### config.mk
export PLATFORM = sky130hd
export DESIGN_NAME = hazard_ctrl
export DESIGN_NICKNAME = d
export VERILOG_FILES = /design/src/rtl/hazard_ctrl_pkg.sv /design/src/rtl/hazard_ctrl_sat_counter.sv /design/src/rtl/hazard_ctrl.sv
export SDC_FILE = /design/constraint.sdc
export NUM_CORES = 1
export LEC_CHECK = 0
export ABC_AREA = 1
export BUFFER_PORTS_ARGS = -buffer_cell sky130_fd_sc_hd__buf_2
export CAP_MARGIN = 25
export CELL_PAD_IN_SITES_DETAIL_PLACEMENT = 0
export CELL_PAD_IN_SITES_GLOBAL_PLACEMENT = 1
export CORE_MARGIN = 2
export CORE_UTILIZATION = 42
export DETAILED_ROUTE_END_ITERATION = 12
export PLACE_DENSITY = 0.93
export SLEW_MARGIN = 0
export SYNTH_ARGS = -nofsm -noshare
export SYNTH_HDL_FRONTEND = slang
export SYNTH_SLANG_ARGS = --single-unit
### constraint.sdc
create_clock -name clk -period 2.8 [get_ports clk]
set_clock_uncertainty 0.15 [all_clocks]
set_input_delay 0.28 -clock clk [delete_from_list [all_inputs] [get_ports clk]]
set_output_delay 0.28 -clock clk [all_outputs]
set_load 0.01 [all_outputs]
### src/rtl/hazard_ctrl_pkg.sv
`default_nettype none
// ============================================================================
// Module      : hazard_ctrl_pkg
// Description : Shared types and constants for the decode-stage hazard
//               controller: result latencies, the scoreboard counter type
//               and the redirect FSM state encoding.
// Revision    : 1.0 - initial release
// ============================================================================
package hazard_ctrl_pkg;

   // Cycles after issue until a result can be forwarded back to decode.
   localparam int LAT_ALU_C  = 1;
   localparam int LAT_LOAD_C = 2;

   // Scoreboard counter: must be wide enough to hold LAT_LOAD_C.
   localparam int CNT_W_C = 2;
   typedef logic [CNT_W_C-1:0] sb_cnt_t;

   // Redirect FSM. HZ_REDIRECT lasts exactly one unfrozen cycle, during
   // which the wrong-path instruction sitting in decode is squashed.
   typedef enum logic [0:0] {
      HZ_RUN      = 1'b0,
      HZ_REDIRECT = 1'b1
   } hz_state_t;

endpackage : hazard_ctrl_pkg
`default_nettype wire

### src/rtl/hazard_ctrl_sat_counter.sv
`default_nettype none
// ============================================================================
// Module      : sat_counter
// Description : Free-running event counter that increments when en is high
//               and sticks at all-ones instead of wrapping.
// Ports       : clk     - clock
//               rst_n   - asynchronous active-low reset (clears count)
//               en      - count this cycle
//               count   - current count value (WIDTH bits)
// Revision    : 1.0 - initial release
// ============================================================================
module sat_counter #(
   parameter int WIDTH = 32
) (
   input  logic             clk,
   input  logic             rst_n,
   input  logic             en,
   output logic [WIDTH-1:0] count
);

   logic [WIDTH-1:0] r_count;

   always_ff @(posedge clk or negedge rst_n) begin
      if (!rst_n) begin
         r_count <= '0;
      end else if (en && (r_count != {WIDTH{1'b1}})) begin
         r_count <= r_count + 1'b1;
      end
   end

   assign count = r_count;

endmodule : sat_counter
`default_nettype wire

### src/rtl/hazard_ctrl.sv
`default_nettype none
// ============================================================================
// Module      : hazard_ctrl
// Description : Decode-stage hazard controller and register scoreboard.
//               Tracks in-flight register writes with per-register countdown
//               counters, stalls decode on RAW hazards that forwarding cannot
//               yet cover, squashes the wrong-path instruction after a taken
//               branch/JAL resolved in decode, and freezes everything while
//               data memory is busy.
// Ports       : clk           - clock
//               reset_n       - asynchronous active-low reset
//               d_valid       - decode holds a real instruction
//               d_ra1/d_ra2   - source register indices
//               d_use1/d_use2 - instruction reads rs1 / rs2
//               d_dst, d_wen  - destination index and write enable
//               d_is_load     - instruction is a load
//               d_is_jump     - taken branch / JAL resolved in decode
//               mem_busy      - data memory not ready, pipeline frozen
//               stall_f       - hold fetch PC and fetch register
//               stall_d       - hold decode register
//               bubble_e      - insert a bubble into execute
//               flush_d       - squash the instruction in decode
//               busy_mask     - per-register "write in flight" flags
//               hazard_cycles - saturating count of bubble cycles
//               flush_count   - saturating count of redirect flushes
// Revision    : 1.0 - initial release
// ============================================================================
module hazard_ctrl
   import hazard_ctrl_pkg::*;
#(
   parameter int LAT_ALU  = LAT_ALU_C,
   parameter int LAT_LOAD = LAT_LOAD_C,
   parameter int CNT_W    = $bits(sb_cnt_t),
   parameter int PERF_W   = 32
) (
   input  logic              clk,
   input  logic              reset_n,
   input  logic              d_valid,
   input  logic [4:0]        d_ra1,
   input  logic [4:0]        d_ra2,
   input  logic              d_use1,
   input  logic              d_use2,
   input  logic [4:0]        d_dst,
   input  logic              d_wen,
   input  logic              d_is_load,
   input  logic              d_is_jump,
   input  logic              mem_busy,
   output logic              stall_f,
   output logic              stall_d,
   output logic              bubble_e,
   output logic              flush_d,
   output logic [31:0]       busy_mask,
   output logic [PERF_W-1:0] hazard_cycles,
   output logic [PERF_W-1:0] flush_count
);

   localparam logic [CNT_W-1:0] c_lat_alu  = CNT_W'(LAT_ALU);
   localparam logic [CNT_W-1:0] c_lat_load = CNT_W'(LAT_LOAD);

   hz_state_t   r_state;
   hz_state_t   w_state_nxt;

   logic [31:0]      w_busy;
   logic             w_eff_valid;
   logic             w_hazard;
   logic             w_issue;
   logic             w_sb_write;
   logic [CNT_W-1:0] w_sb_lat;
   logic             w_redirect;
   logic             w_stall;
   logic             w_bubble;
   logic             w_flush;

   // -------------------------------------------------------------------------
   // Redirect FSM: state register
   // -------------------------------------------------------------------------
   always_ff @(posedge clk or negedge reset_n) begin
      if (!reset_n) begin
         r_state <= HZ_RUN;
      end else begin
         r_state <= w_state_nxt;
      end
   end

   // -------------------------------------------------------------------------
   // Redirect FSM: next state and decode-stage control
   // -------------------------------------------------------------------------
   always_comb begin
      w_state_nxt = r_state;
      w_eff_valid = 1'b0;
      w_hazard    = 1'b0;
      w_issue     = 1'b0;
      w_sb_write  = 1'b0;
      w_sb_lat    = c_lat_alu;
      w_redirect  = 1'b0;
      w_flush     = 1'b0;
      w_stall     = 1'b0;
      w_bubble    = 1'b0;

      // Whatever sits in decode during REDIRECT is wrong-path: it never
      // raises a hazard and never touches the scoreboard.
      w_eff_valid = d_valid && (r_state == HZ_RUN);

      // x0 reads are always satisfied, regardless of scoreboard contents.
      w_hazard = w_eff_valid &&
                 ((d_use1 && (d_ra1 != 5'd0) && w_busy[d_ra1]) ||
                  (d_use2 && (d_ra2 != 5'd0) && w_busy[d_ra2]));

      w_issue    = w_eff_valid && !w_hazard && !mem_busy;
      w_sb_write = w_issue && d_wen && (d_dst != 5'd0);
      w_sb_lat   = d_is_load ? c_lat_load : c_lat_alu;

      // A stalled jump has not issued yet, so its redirect waits too.
      w_redirect = w_issue && d_is_jump;

      w_stall  = w_hazard || mem_busy;
      w_bubble = w_hazard && !mem_busy;
      w_flush  = (r_state == HZ_REDIRECT);

      case (r_state)
         HZ_RUN: begin
            if (w_redirect) begin
               w_state_nxt = HZ_REDIRECT;
            end
         end
         HZ_REDIRECT: begin
            // Stay put while frozen so the squash still lands on the
            // wrong-path instruction once memory releases.
            if (!mem_busy) begin
               w_state_nxt = HZ_RUN;
            end
         end
         default: begin
            w_state_nxt = HZ_RUN;
         end
      endcase
   end

   // -------------------------------------------------------------------------
   // Scoreboard: one countdown counter per architectural register.
   // x0 is hard-wired idle. A new write reloads the counter with its result
   // latency, overriding the decrement so a younger writer (WAW) wins.
   // -------------------------------------------------------------------------
   genvar gi;
   generate
      for (gi = 0; gi < 32; gi++) begin : g_sb
         if (gi == 0) begin : g_x0
            assign w_busy[gi] = 1'b0;
         end else begin : g_reg
            logic [CNT_W-1:0] r_cnt;

            always_ff @(posedge clk or negedge reset_n) begin
               if (!reset_n) begin
                  r_cnt <= '0;
               end else if (!mem_busy) begin
                  if (w_sb_write && (d_dst == 5'(gi))) begin
                     r_cnt <= w_sb_lat;
                  end else if (r_cnt != '0) begin
                     r_cnt <= r_cnt - 1'b1;
                  end
               end
            end

            assign w_busy[gi] = (r_cnt != '0);
         end
      end
   endgenerate

   // -------------------------------------------------------------------------
   // Performance counters
   // -------------------------------------------------------------------------
   sat_counter #(
      .WIDTH (PERF_W)
   ) u_hazard_cnt (
      .clk   (clk),
      .rst_n (reset_n),
      .en    (w_bubble),
      .count (hazard_cycles)
   );

   sat_counter #(
      .WIDTH (PERF_W)
   ) u_flush_cnt (
      .clk   (clk),
      .rst_n (reset_n),
      .en    (w_redirect),
      .count (flush_count)
   );

   // -------------------------------------------------------------------------
   // Outputs
   // -------------------------------------------------------------------------
   assign stall_f   = w_stall;
   assign stall_d   = w_stall;
   assign bubble_e  = w_bubble;
   assign flush_d   = w_flush;
   assign busy_mask = w_busy;

endmodule : hazard_ctrl
`default_nettype wire
# Yosys cells after proc, flatten, opt, wreduce, memory -nomap -nowiden
# Cells that the tools add are included.
[totals]
out_inout_bits = 100
input_bits = 24
regBits = 127
[classes]
reduce_logical = 145
bitwise_logic = 2
add_sub_neg = 33
magnitude_cmp = 2
muxes = 70
n_eq_ne = 33
[ops]
columns = ["operator", "count"]
rows = [
  ["two-way mux 2 bit", 63],
  ["nonzero test 2 bit", 62],
  ["== test 5 bit (second input constant)", 16],
  ["adder 32 x 1 -> 32 bit (second input constant)", 2],
  ["inequality test 32 bit (second input constant)", 2],
  ["AND reduction 2 bit", 31],
  ["subtractor 2 x 1 -> 2 bit (second input constant)", 31],
  ["logical AND 1 bit", 45],
  ["== test 5 x 4 -> 1 bit (second input constant)", 8],
  ["== test 5 x 3 -> 1 bit (second input constant)", 4],
  ["nonzero test 5 bit", 3],
  ["< comparator 5 x 6 -> 1 bit (second input constant)", 2],
  ["binary-select mux 1 bit (select 5 bit)", 2],
  ["== test 5 x 2 -> 1 bit (second input constant)", 2],
  ["== test 5 x 1 -> 1 bit (second input constant)", 1],
  ["two-way mux 1 bit", 4],
  ["logical NOT 1 bit", 2],
  ["logical OR 1 bit", 2],
  ["NOT 1 bit", 2],
  ["one-hot mux 1 bit (2 select lines)", 1],
]

# Longest topological paths before layout
# Gate-level depths: netlist (run 1).
[depth]
depth_word = 14
ltp_mapped = 21
mapped_depth_nobuf = 19

# By module
# Synthesis (run 1) repeated with hierarchy kept, for this count alone.
[hier_totals]
cells_unflattened = 1632
area_unflattened_um2 = 10363.7
[modules_own_cells]
columns = ["mod", "cells_per_inst", "area_per_inst_um2", "instances", "seq_area_each_um2"]
rows = [
  ["hazard_ctrl", 978, 6064.6, 1, 1576.5],
  ["sat_counter at u_flush_cnt", 333, 2190.9, 1, 800.8],
  ["sat_counter at u_hazard_cnt", 321, 2108.3, 1, 800.8],
]

# Worst setup path after synthesis (run 1)
# No wires, ideal clock.
[synth_timing]
kind = "flip-flop to flip-flop"
startpoint = "reg g_sb[25].g_reg.r_cnt[0]"
endpoint = "reg g_sb[20].g_reg.r_cnt[0]"
stages_incl_launch_ff = 20
path_buffers = 2
t_arrival_ns = 1.973
path_slack_ns = 0.561
required_time_ns = 2.533
period_less_slack_ns = 2.239
setup_ns = 0.117
cell_sequence = "dfrtp_1 > inv_1 > ha_1 > inv_1 > a21oi_1 > o21ai_0 > nand3_1 > nand3_1 > nand2_1 > nand2_1 > nand2_1 > nand2_2 > nor2_4 > buf_6 > buf_12 > nand3_4 > nand2_1 > nand2_1 > nand2_1 > nand2_1"
[synth_between]
elab_chain_cells = 14
elab_cells_between_ends = 18
cone_classes = "5 x mux; 13 x reduce/logical"
[synth_rtl]
columns = ["item", "line_no", "source"]
rows = [
  ["from (decl)", "hazard_ctrl.sv:150", "logic [CNT_W-1:0] r_cnt;"],
  ["from (signal assigned)", "hazard_ctrl.sv:157", "r_cnt <= w_sb_lat;"],
  ["from (signal assigned)", "hazard_ctrl.sv:159", "r_cnt <= r_cnt - 1'b1;"],
  ["nonzero test 2 bit *", "hazard_ctrl.sv:164", "assign w_busy[gi] = (r_cnt != '0);"],
  ["via busy_mask[25]", "hazard_ctrl.sv:52", "output logic [31:0] busy_mask,"],
  ["binary-select mux 1 bit (select 5 bit), on equally long branches", "hazard_ctrl.sv:106, hazard_ctrl.sv:107", ""],
  ["two-way mux 1 bit, on equally long branches", "hazard_ctrl.sv:106, hazard_ctrl.sv:107", ""],
  ["logical AND 1 bit, on equally long branches", "hazard_ctrl.sv:106, hazard_ctrl.sv:107", ""],
  ["logical OR 1 bit *", "hazard_ctrl.sv:106", "((d_use1 && (d_ra1 != 5'd0) && w_busy[d_ra1]) ||"],
  ["logical AND 1 bit *", "hazard_ctrl.sv:105", "w_hazard = w_eff_valid &&"],
  ["logical NOT 1 bit *", "hazard_ctrl.sv:109", "w_issue = w_eff_valid && !w_hazard && !mem_busy;"],
  ["logical AND 1 bit * (2 in series)", "hazard_ctrl.sv:109", ""],
  ["logical AND 1 bit * (2 in series)", "hazard_ctrl.sv:110", "w_sb_write = w_issue && d_wen && (d_dst != 5'd0);"],
  ["logical AND 1 bit *", "hazard_ctrl.sv:156", "if (w_sb_write && (d_dst == 5'(gi))) begin"],
  ["nonzero test 2 bit (no source line)", "n/a", ""],
  ["AND reduction 2 bit (no source line)", "n/a", ""],
  ["to (signal assigned)", "hazard_ctrl.sv:157", ""],
  ["to (signal assigned)", "hazard_ctrl.sv:159", ""],
  ["to (decl)", "hazard_ctrl.sv:150", ""],
]
# The timed path passes the listed nets; every way through them passes the cells marked *. The select of a mux whose other input is x is not followed.
# A chain may end at the register's enable or synchronous reset.

# Worst setup path after layout (run 1)
[layout_timing]
startpoint = "reg g_sb[12].g_reg.r_cnt[0]"
endpoint = "out bubble_e"
[layout_between]
elab_chain_cells = 7
elab_cells_between_ends = 10
cone_classes = "4 x mux; 6 x reduce/logical"
[layout_rtl]
columns = ["item", "line_no", "source"]
rows = [
  ["from (decl)", "hazard_ctrl.sv:150", ""],
  ["from (signal assigned)", "hazard_ctrl.sv:157", ""],
  ["from (signal assigned)", "hazard_ctrl.sv:159", ""],
  ["nonzero test 2 bit *", "hazard_ctrl.sv:164", ""],
  ["binary-select mux 1 bit (select 5 bit), on equally long branches", "hazard_ctrl.sv:106, hazard_ctrl.sv:107", ""],
  ["two-way mux 1 bit, on equally long branches", "hazard_ctrl.sv:106, hazard_ctrl.sv:107", ""],
  ["logical AND 1 bit, on equally long branches", "hazard_ctrl.sv:106, hazard_ctrl.sv:107", ""],
  ["logical OR 1 bit *", "hazard_ctrl.sv:106", ""],
  ["logical AND 1 bit *", "hazard_ctrl.sv:105", ""],
  ["logical AND 1 bit *", "hazard_ctrl.sv:117", "w_bubble = w_hazard && !mem_busy;"],
  ["to (decl)", "hazard_ctrl.sv:50", "output logic bubble_e,"],
]
# Mark *: on every way between the ends. The rest lies on a longest branch, timed or not. The select of a mux whose other input is x is not followed.

==> qor.yml, run 1 <==
run_status:
  outcome: "finished clean"
cts:
  cts.sinks: 127
  cts_buffers: 17
  cts_root_buf: "clkbuf_16"
  cts-htree-levels: 4
  clk_pin_slew_ps: 60
  ctsLongestPathBuffers: 2
  cts_tree: "done"
  clk_latency_ps: 430
critical_path:
  crit_path_frequent_cell: "nand3_1"
  worstPathRequired_ps: 2370
  worstSetupStartpointType: "flop"
  cp.arrival_ps: 2210
  critPathMaxStageDelay_ps: 350
  cp_cell_sequence: "inv_1 -> ha_1 -> inv_1 -> nand2_1 -> nand3_1 -> nand3_1 -> nand3_1 -> nand3_1 -> nand2_1 -> nand2_1 -> nand2_4 -> nand3_4 -> nor2_4 -> buf_2"
  slowest_stage: "dfrtp_1"
  crit_path_end_kind: "primary output"
  critPathMaxFanout: 3
  path_class: "flop to primary output"
pwr:
  internal_power_w: 0.00592
  ir_worst_vdd_mv: 0.395
  seqPwrFrac_pct: 27.1
  leakage_nw: 6.29
  switchingPower_w: 0.00421
  power.share.combinational_pct: 47.0
  p_clk_share_pct: 25.9
  powerDensity_nw_per_um2: 858
  sw_frac_of_total_pct: 41.5
place:
  dpl.hpwl_um: 19900
  place_inst: 1926
  placed_cell_area_um2: 10800
  finalWeightedCongestion: 0.937
  port_buffers: 122
cells_and_area:
  utilization_pct: 50.8
  n_antenna_cell: 0
  final_cell_area_um2: 11800
  multiInputGateArea_um2: 5800
  layout.cells.non_filler: 1969
  regArea_um2: 3180
  num-fill-cells: 2327
  layout.nets: 1694
  drive_above_1_share_pct: 15.6
  synthToLayoutAreaGrowth_pct: 19.5
drt:
  totalWireLength_um: 28400
  drtAntennaViolNets: 0
  drc: 0
  vias: 9941
  first_iter_violations: 712
  dr.pass1.iters: 5
  vias_per_cell: 5.05
  avgRoutedWirePerCell_um: 14.4
floorplan:
  initial_core_util_pct: 42.5
  die_w_um: 157
  fp.coreArea_um2: 23300
  chipHeight_um: 157
  io_pins: 124
  num_rows: 56
  die-area_um2: 24800
grt:
  grt_pass1_vias: 9213
  grt_max_degree: 97
  antenna_found_initial: 1
  grt_pass1_wl_um: 45900
  grt.total_usage_pct: 23.0
  grt-ovfl-total: 0
timing:
  hold_viol: 0
  max_freq_ghz: 0.378
  max_slew_margin_pct: 47.9
  setup_viol: 0
  setup_tns_ps: 0
  finalCritPeriodShare_pct: 94.4
  worst_pin_slew_ps: 774
  min_period_ps: 2640
  slew_viol_final: 0
yosys:
  synthArstFlopShare_pct: 100
  synth_cells: 1522
  synth_flop_cell: "dfrtp_1"
  yosysSeqAreaShare_pct: 32.2
  yosys.cell_types.count: 39
  ys_warn_count: 0
  synth_edf_count: 0
  syn_area_um2: 9880
  synth_nets: 1579
  ys_seq_elements: 127
  syn_avg_cell_area_um2: 6.49
min_path:
  min_path_type: "input port to asynchronous set/reset pin"
run:
  maxCapViolCount: 0
registers in the layout (all words and copies together), names as in the netlist:
signal              count
u_flush_cnt.count      32
g_sb.g_reg.r_cnt       62
flush_d                 1
u_hazard_cnt.count     32
cell usage in the layout (no fill, tap or decap), types with 8 or more instances in the layout:
master | netlist | final
inv_1 | 180 | 163
ha_1 | 33 | 19
nor4_1 | 13 | 13
xor2_1 | 44 | 44
nor3_1 | 34 | 34
dfrtp_1 | 127 | 127
xnor2_1 | 14 | 14
buf_4 | 7 | 19
a21oi_2 | 10 | 11
buf_2 | 15 | 121
inv_2 | 3 | 19
o21ai_0 | 18 | 18
nor2_1 | 82 | 82
nand2_1 | 660 | 659
nand3_1 | 104 | 102
o21ai_1 | 8 | 8
nand4_1 | 79 | 79
clkbuf_16 | 0 | 21
buf_12 | 1 | 8
nand3_4 | 10 | 11
a21oi_1 | 23 | 22
final timing paths:
check / from / to / slack (ps) / cells past startpoint
min in group clk: d_is_load / g_sb[5].g_reg.r_cnt[0] / 290 / 6
max: g_sb[12].g_reg.r_cnt[0] / bubble_e / 160 / 14
max in group asynchronous: reset_n / u_hazard_cnt.count[24] / 1550 / 4
min reg2reg: g_sb[14].g_reg.r_cnt[1] / g_sb[14].g_reg.r_cnt[1] / 330 / 2
max reg2reg: g_sb[18].g_reg.r_cnt[0] / g_sb[20].g_reg.r_cnt[1] / 180 / 20
min: reset_n / g_sb[22].g_reg.r_cnt[1] / 60 / 2
final cells by class:
cell class | instances | share of cell area (%)
Multi-Input combinational cell | 1151 | 49.1
Sequential cell | 127 | 26.9
Tap cell | 319 | 3.38
Timing Repair Buffer | 155 | 8.95
Clock inverter | 14 | 2.13
Clock buffer | 18 | 3.63
Inverter | 185 | 5.91
per-stage QoR:
step	hold WS, ps	setup slack [ps]	total power (W)
2_1_floorplan	-166	561	0.00596
6_report	60.7	158	0.0101
4_1_cts	277	4.10	0.00990
3_5_place_dp	300	143	0.00722
3_3_place_gp	304	201	0.00714
5_1_grt	66.8	-15.8	0.0111
layer usage:
| layer | vias to the layer above | wire length [µm] | track usage [%] |
|---|---|---|---|
| li1 | 5074 | - | - |
| met1 | 4508 | 13300 | 30.6 |
| met2 | 310 | 12800 | 37.6 |
| met3 | 47 | 1720 | 4.10 |
| met4 | 2 | 607 | 7.66 |
| met5 | - | 16 | 0 |
repair_timing:
item | 4_1_cts | 5_1_grt
gates resized for setup | 2 | 41
endpoints found under the hold margin | 94 | 0
hold buffers | 1 | 0
pin swaps | 1 | 6
setup buffers | 1 | 4
endpoints found under the setup margin | 1 | 96
cloned | 0 | 4
power by group through the flow:
stage	clock network (W)	registers [W]	logic, W
6_report	0.00262	0.00275	0.00476
3_3_place_gp	0	0.00277	0.00437
5_1_grt	0.00274	0.00283	0.00551
2_1_floorplan	0	0.00275	0.00321
3_5_place_dp	0	0.00277	0.00444
4_1_cts	0.00266	0.00275	0.00449
cells in the mapped netlist (2+ instances only):
library cell  number  share of area (%)
dfrtp_1          127                 32
nor2_4             2               0.23
xor2_1            44                3.9
clkbuf_1          19               0.72
xnor2_1           14                1.2
nand3_4           10                1.8
inv_2              3               0.11
nand3_1          104                5.3
a21oi_2           10               0.89
o21ai_0           18               0.91
o211ai_1           2               0.15
buf_4              7               0.53
nor4_1            13               0.82
buf_6              7               0.80
buf_1              9               0.34
nor3_1            34                1.7
a21oi_1           23                1.2
nand2_1          660                 25
nor2_1            82                3.1
inv_1            180                6.8
ha_1              33                4.2
nand3_2            4               0.41
o21ai_1            8               0.41
buf_2             15               0.76
nand4_1           79                5.0
nand2_2            2               0.13
kinds of logic after synthesis:
logic type / Yosys count / synth area share, %
simple gates: 997 / 44.3
buf+inv: 244 / 10.6
flops: 127 / 32.2
compound gates: 62 / 3.58
xor+xnor: 58 / 5.14
fa+ha+maj: 33 / 4.18
other cells: 1 / 0.0379
worst max-delay path: cells and delay by family, from the launching register on:
kind | cells | cell delay [ps]
AND/OR/NAND/NOR | 10 | 840
buffers and inverters | 3 | 370
flip-flops | 1 | 350
adder cells (fa/ha/maj) | 1 | 230
(Power assumes the default switching activity.)
==> run 2, diff against run 1 <==
- SYNTH_HIERARCHICAL: default -> 1
==> run 2 against run 1 <==
  * Critical path depth rose by 8
  * Utilization grew 1.2 points
  * Setup slack worse by 30 ps
  * Largest power group unchanged
  * Fmax down 1.1%
  * Global-route usage down 0.078 points
  * Highest routed layer is now met4
  * Critical endpoint is now u_flush_cnt/count[29]
==> qor.yml, run 2 <==
yosys:
  synth_top_area_share_pct: 30.7  # -1.5 points
  syn_avg_cell_area_um2: 6.35  # -2.2%
  synth_flop_cell: "dfrtp_1"
  ys_seq_elements: 127  # unchanged
  synth_top_cell_by_area: "dfrtp_1"
  synthArstFlopShare_pct: 100  # unchanged
  yosysSeqAreaShare_pct: 30.7  # -1.5 points
  syn_area_um2: 10400  # +4.9%
  synthTopCellsByCount: "nand2_1 (744), inv_1 (199), nor2_1 (129)"
  synth_cells: 1632  # +7.2%
  ys_warn_count: 6  # +6
  synth_nets: 1689  # +7.0%
  synthMostInstantiatedCell: "nand2_1"
  synth_area_leaders: "dfrtp_1 (31%), nand2_1 (27%), inv_1 (7.2%)"
  synth_edf_count: 0  # unchanged
  yosys.cell_types.count: 36  # -7.7%
cells_and_area:
  num-fill-cells: 2433  # +4.6%
  synthToLayoutAreaGrowth_pct: 21.6
  regArea_um2: 3180  # unchanged
  n_antenna_cell: 0  # unchanged
  layout_commonest_cell: "nand2_1"
  largest_reg_flops: 62  # unchanged
  regMostFlops: "g_sb.g_reg.r_cnt"
  layout.nets: 1841  # +8.7%
  multiInputGateArea_um2: 6390  # +10%
  final_cell_area_um2: 12600  # +6.7%
  drive_above_1_share_pct: 22.9  # +7.2 points
  final_cell_mix: "nand2_1 (733), inv_1 (149), dfrtp_1 (127)"
cts:
  cts.sinks: 127  # unchanged
  cts_buffers: 17  # unchanged
  cts-htree-levels: 4  # unchanged
  ctsLongestPathBuffers: 2  # unchanged
  cts_tree: "done"
  clk_latency_ps: 440  # about the same
  clk_pin_slew_ps: 70  # about the same
  cts_root_buf: "clkbuf_16"
critical_path:
  r2r_cells: 22  # +10%
  cp.arrival_ps: 2850  # +640 ps
  reg2reg_setup_slack_ps: 130  # -50 ps
  crit_path_end_kind: "flop"
  r2r-start: "g_sb[15].g_reg.r_cnt[0]"
  crit_path_frequent_cell: "nand3_1"
  worstSetupStartpointType: "flop"
  critical_path.top_delay_family: "simple AND/OR/NAND/NOR gates"
  path_class: "flop to flop"
  worstPathRequired_ps: 2980  # +610 ps
  critPathMaxStageDelay_ps: 380  # +30 ps
  slowest_stage: "dfrtp_1"
  cp_cell_sequence: "inv_1 -> ha_2 -> inv_2 -> nand2_1 -> nand3_1 -> nand3_1 -> nand3_1 -> nand3_1 -> nand2_1 -> nand2_2 -> nand2_4 -> buf_6 -> nor2_8 -> nand2_4 -> inv_4 -> inv_4 -> nor2_1 -> nand3_1 -> nor2_2 -> nand3_1 -> nand2_1 -> nand2_1"
  worstReg2RegEnd: "u_flush_cnt/count[29]"
  cp_num_buf_inv: 5  # +2
  critPathMaxFanout: 3  # unchanged
  cp.depth: 22  # +8
pwr:
  switchingPower_w: 0.00433  # +2.9%
  internal_power_w: 0.00589  # -0.59%
  leakage_nw: 6.41  # +1.9%
  powerDensity_nw_per_um2: 811  # -5.5%
  ir_worst_vdd_mv: 0.323  # -18%
  power.share.combinational_pct: 52.1  # +5.1 points
  sw_frac_of_total_pct: 42.4  # +0.83 points
  p_clk_share_pct: 21.6  # -4.3 points
  seqPwrFrac_pct: 26.3  # -0.8 points
place:
  placed_cell_area_um2: 11200  # +4.0%
  dpl.hpwl_um: 21300  # +6.9%
  finalWeightedCongestion: 0.974  # +3.9%
  dp_slack_ps: -27.9  # -171 ps
  port_buffers: 122  # unchanged
drt:
  drc: 0  # unchanged
  vias: 10673  # +7.4%
  avgRoutedWirePerCell_um: 14.4  # about the same
  vias_per_cell: 5.03  # -0.28%
  first_iter_violations: 819  # +15%
  totalWireLength_um: 30600  # +7.7%
  drtAntennaViolNets: 0  # unchanged
  dr.pass1.iters: 9  # +4
floorplan:
  chipHeight_um: 161  # +2.3%
  initial_core_util_pct: 42.7  # +0.25 points
  num_rows: 57  # +1.8%
  die_w_um: 161  # +2.3%
  fp.coreArea_um2: 24200  # +4.2%
  io_pins: 124  # unchanged
  die-area_um2: 25900  # +4.7%
timing:
  setup_viol: 0  # unchanged
  rsz0062_at_grt: "yes"
  worst_pin_slew_ps: 702  # -72.2 ps
  max_slew_margin_pct: 52.9  # +4.9 points
  max_freq_ghz: 0.374  # -1.1%
  hold_viol: 0  # unchanged
  slew_viol_final: 0  # unchanged
  fin_ws_ps: 127  # -30.4 ps
  finalCritPeriodShare_pct: 95.4  # +1.1 points
  min_period_ps: 2670  # +30.4 ps
run_status:
  outcome: "finished clean"
grt:
  grt.total_usage_pct: 22.9  # -0.078 points
  grt_max_degree: 94  # -3.1%
  grt_pass1_vias: 9790  # +6.3%
  antenna_found_initial: 0  # -1
  grt-ovfl-total: 0  # unchanged
  grt_pass1_wl_um: 48400  # +5.6%
run:
  maxCapViolCount: 0  # unchanged
min_path:
  min_path_type: "input port to asynchronous set/reset pin"
-- run 2: cell count changes after synthesis, moves of 11 or more --
cell,previous run,this run
nand2_1,660,744
nor2_1,82,129
xor2_1,44,3
nand3_2,4,34
nor3_1,34,12
inv_1,180,199
nand3b_1,0,16
nand2_2,2,15
nor4_1,13,0
clkbuf_1,19,7
nand3_1,104,93
-- run 2: how the worst max path moves through the flow --
stage	end	from	slack (ps)
after floorplan	u_flush_cnt/count[26]	g_sb[23].g_reg.r_cnt[0]	2
after global placement	u_hazard_cnt/count[19]	g_sb[27].g_reg.r_cnt[0]	-20
after detailed placement	u_hazard_cnt/count[25]	g_sb[11].g_reg.r_cnt[0]	-30
after CTS	bubble_e	g_sb[14].g_reg.r_cnt[0]	-100
after global routing	u_flush_cnt/count[18]	g_sb[20].g_reg.r_cnt[0]	-50
final	u_flush_cnt/count[29]	g_sb[15].g_reg.r_cnt[0]	130
-- run 2: logic make-up (layout without fill, tap and decap cells) --
logic type               count (synthesis)  after routing  share of synthesized area, %
AND/OR/NAND/NOR                       1147           1147                          49.1
buffers and inverters                  260            424                          12.3
flip-flops                             127            127                          30.7
AO/OA/AOI/OAI                           49             49                          2.63
adder cells (fa/ha/maj)                 33             33                          3.98
XOR/XNOR                                15             15                          1.27
other                                    1              1                        0.0362
-- run 2: layout make-up --
cell class              count  area share, %
multi-input cells        1245           50.7
flip-flops and latches    127           25.2
repair buffers            188           10.0
inverters                 205           6.34
clock buffers              18           3.48
well taps                 324           3.22
clock inverters            13           1.03
-- run 2: repair_timing --
| item | in CTS | in global routing |
|---|---|---|
| pin swaps | 3 | 36 |
| hold endpoints to repair | 63 | 0 |
| setup buffers | 5 | 26 |
| cloned | 0 | 3 |
| hold buffers | 2 | 0 |
| resized for setup | 16 | 118 |
| setup endpoints to repair | 13 | 118 |
-- run 2: layer usage --
layer	track usage (%)	wire [µm]
met2	38.0	14300
met1	31.6	14100
met5	0	0
met3	3.06	1540
met4	5.80	577
-- run 2: stage by stage --
| step | setup TNS, ps | util, % | power [W] | cells | hold slack [ps] |
|---|---|---|---|---|---|
| floorplan | 0 | - | 0.00577 | 1632 | -166 |
| global placement | -43.2 | 46.3 | 0.00686 | 2054 | 168 |
| detailed placement | -154 | 46.3 | 0.00696 | 2054 | 176 |
| CTS | -222 | 48.9 | 0.00930 | 2092 | 237 |
| global route | -195 | 52.0 | 0.0111 | 2120 | 268 |
| finish | 0 | 52.0 | 0.0102 | 2120 | 247 |
-- run 2: power by group through the flow --
stage | registers, W | logic, W | clock network, W
2_1_floorplan | 0.00264 | 0.00313 | 0
3_3_place_gp | 0.00266 | 0.00420 | 0
3_5_place_dp | 0.00268 | 0.00429 | 0
4_1_cts | 0.00266 | 0.00440 | 0.00224
5_1_grt | 0.00274 | 0.00604 | 0.00231
6_report | 0.00269 | 0.00533 | 0.00221
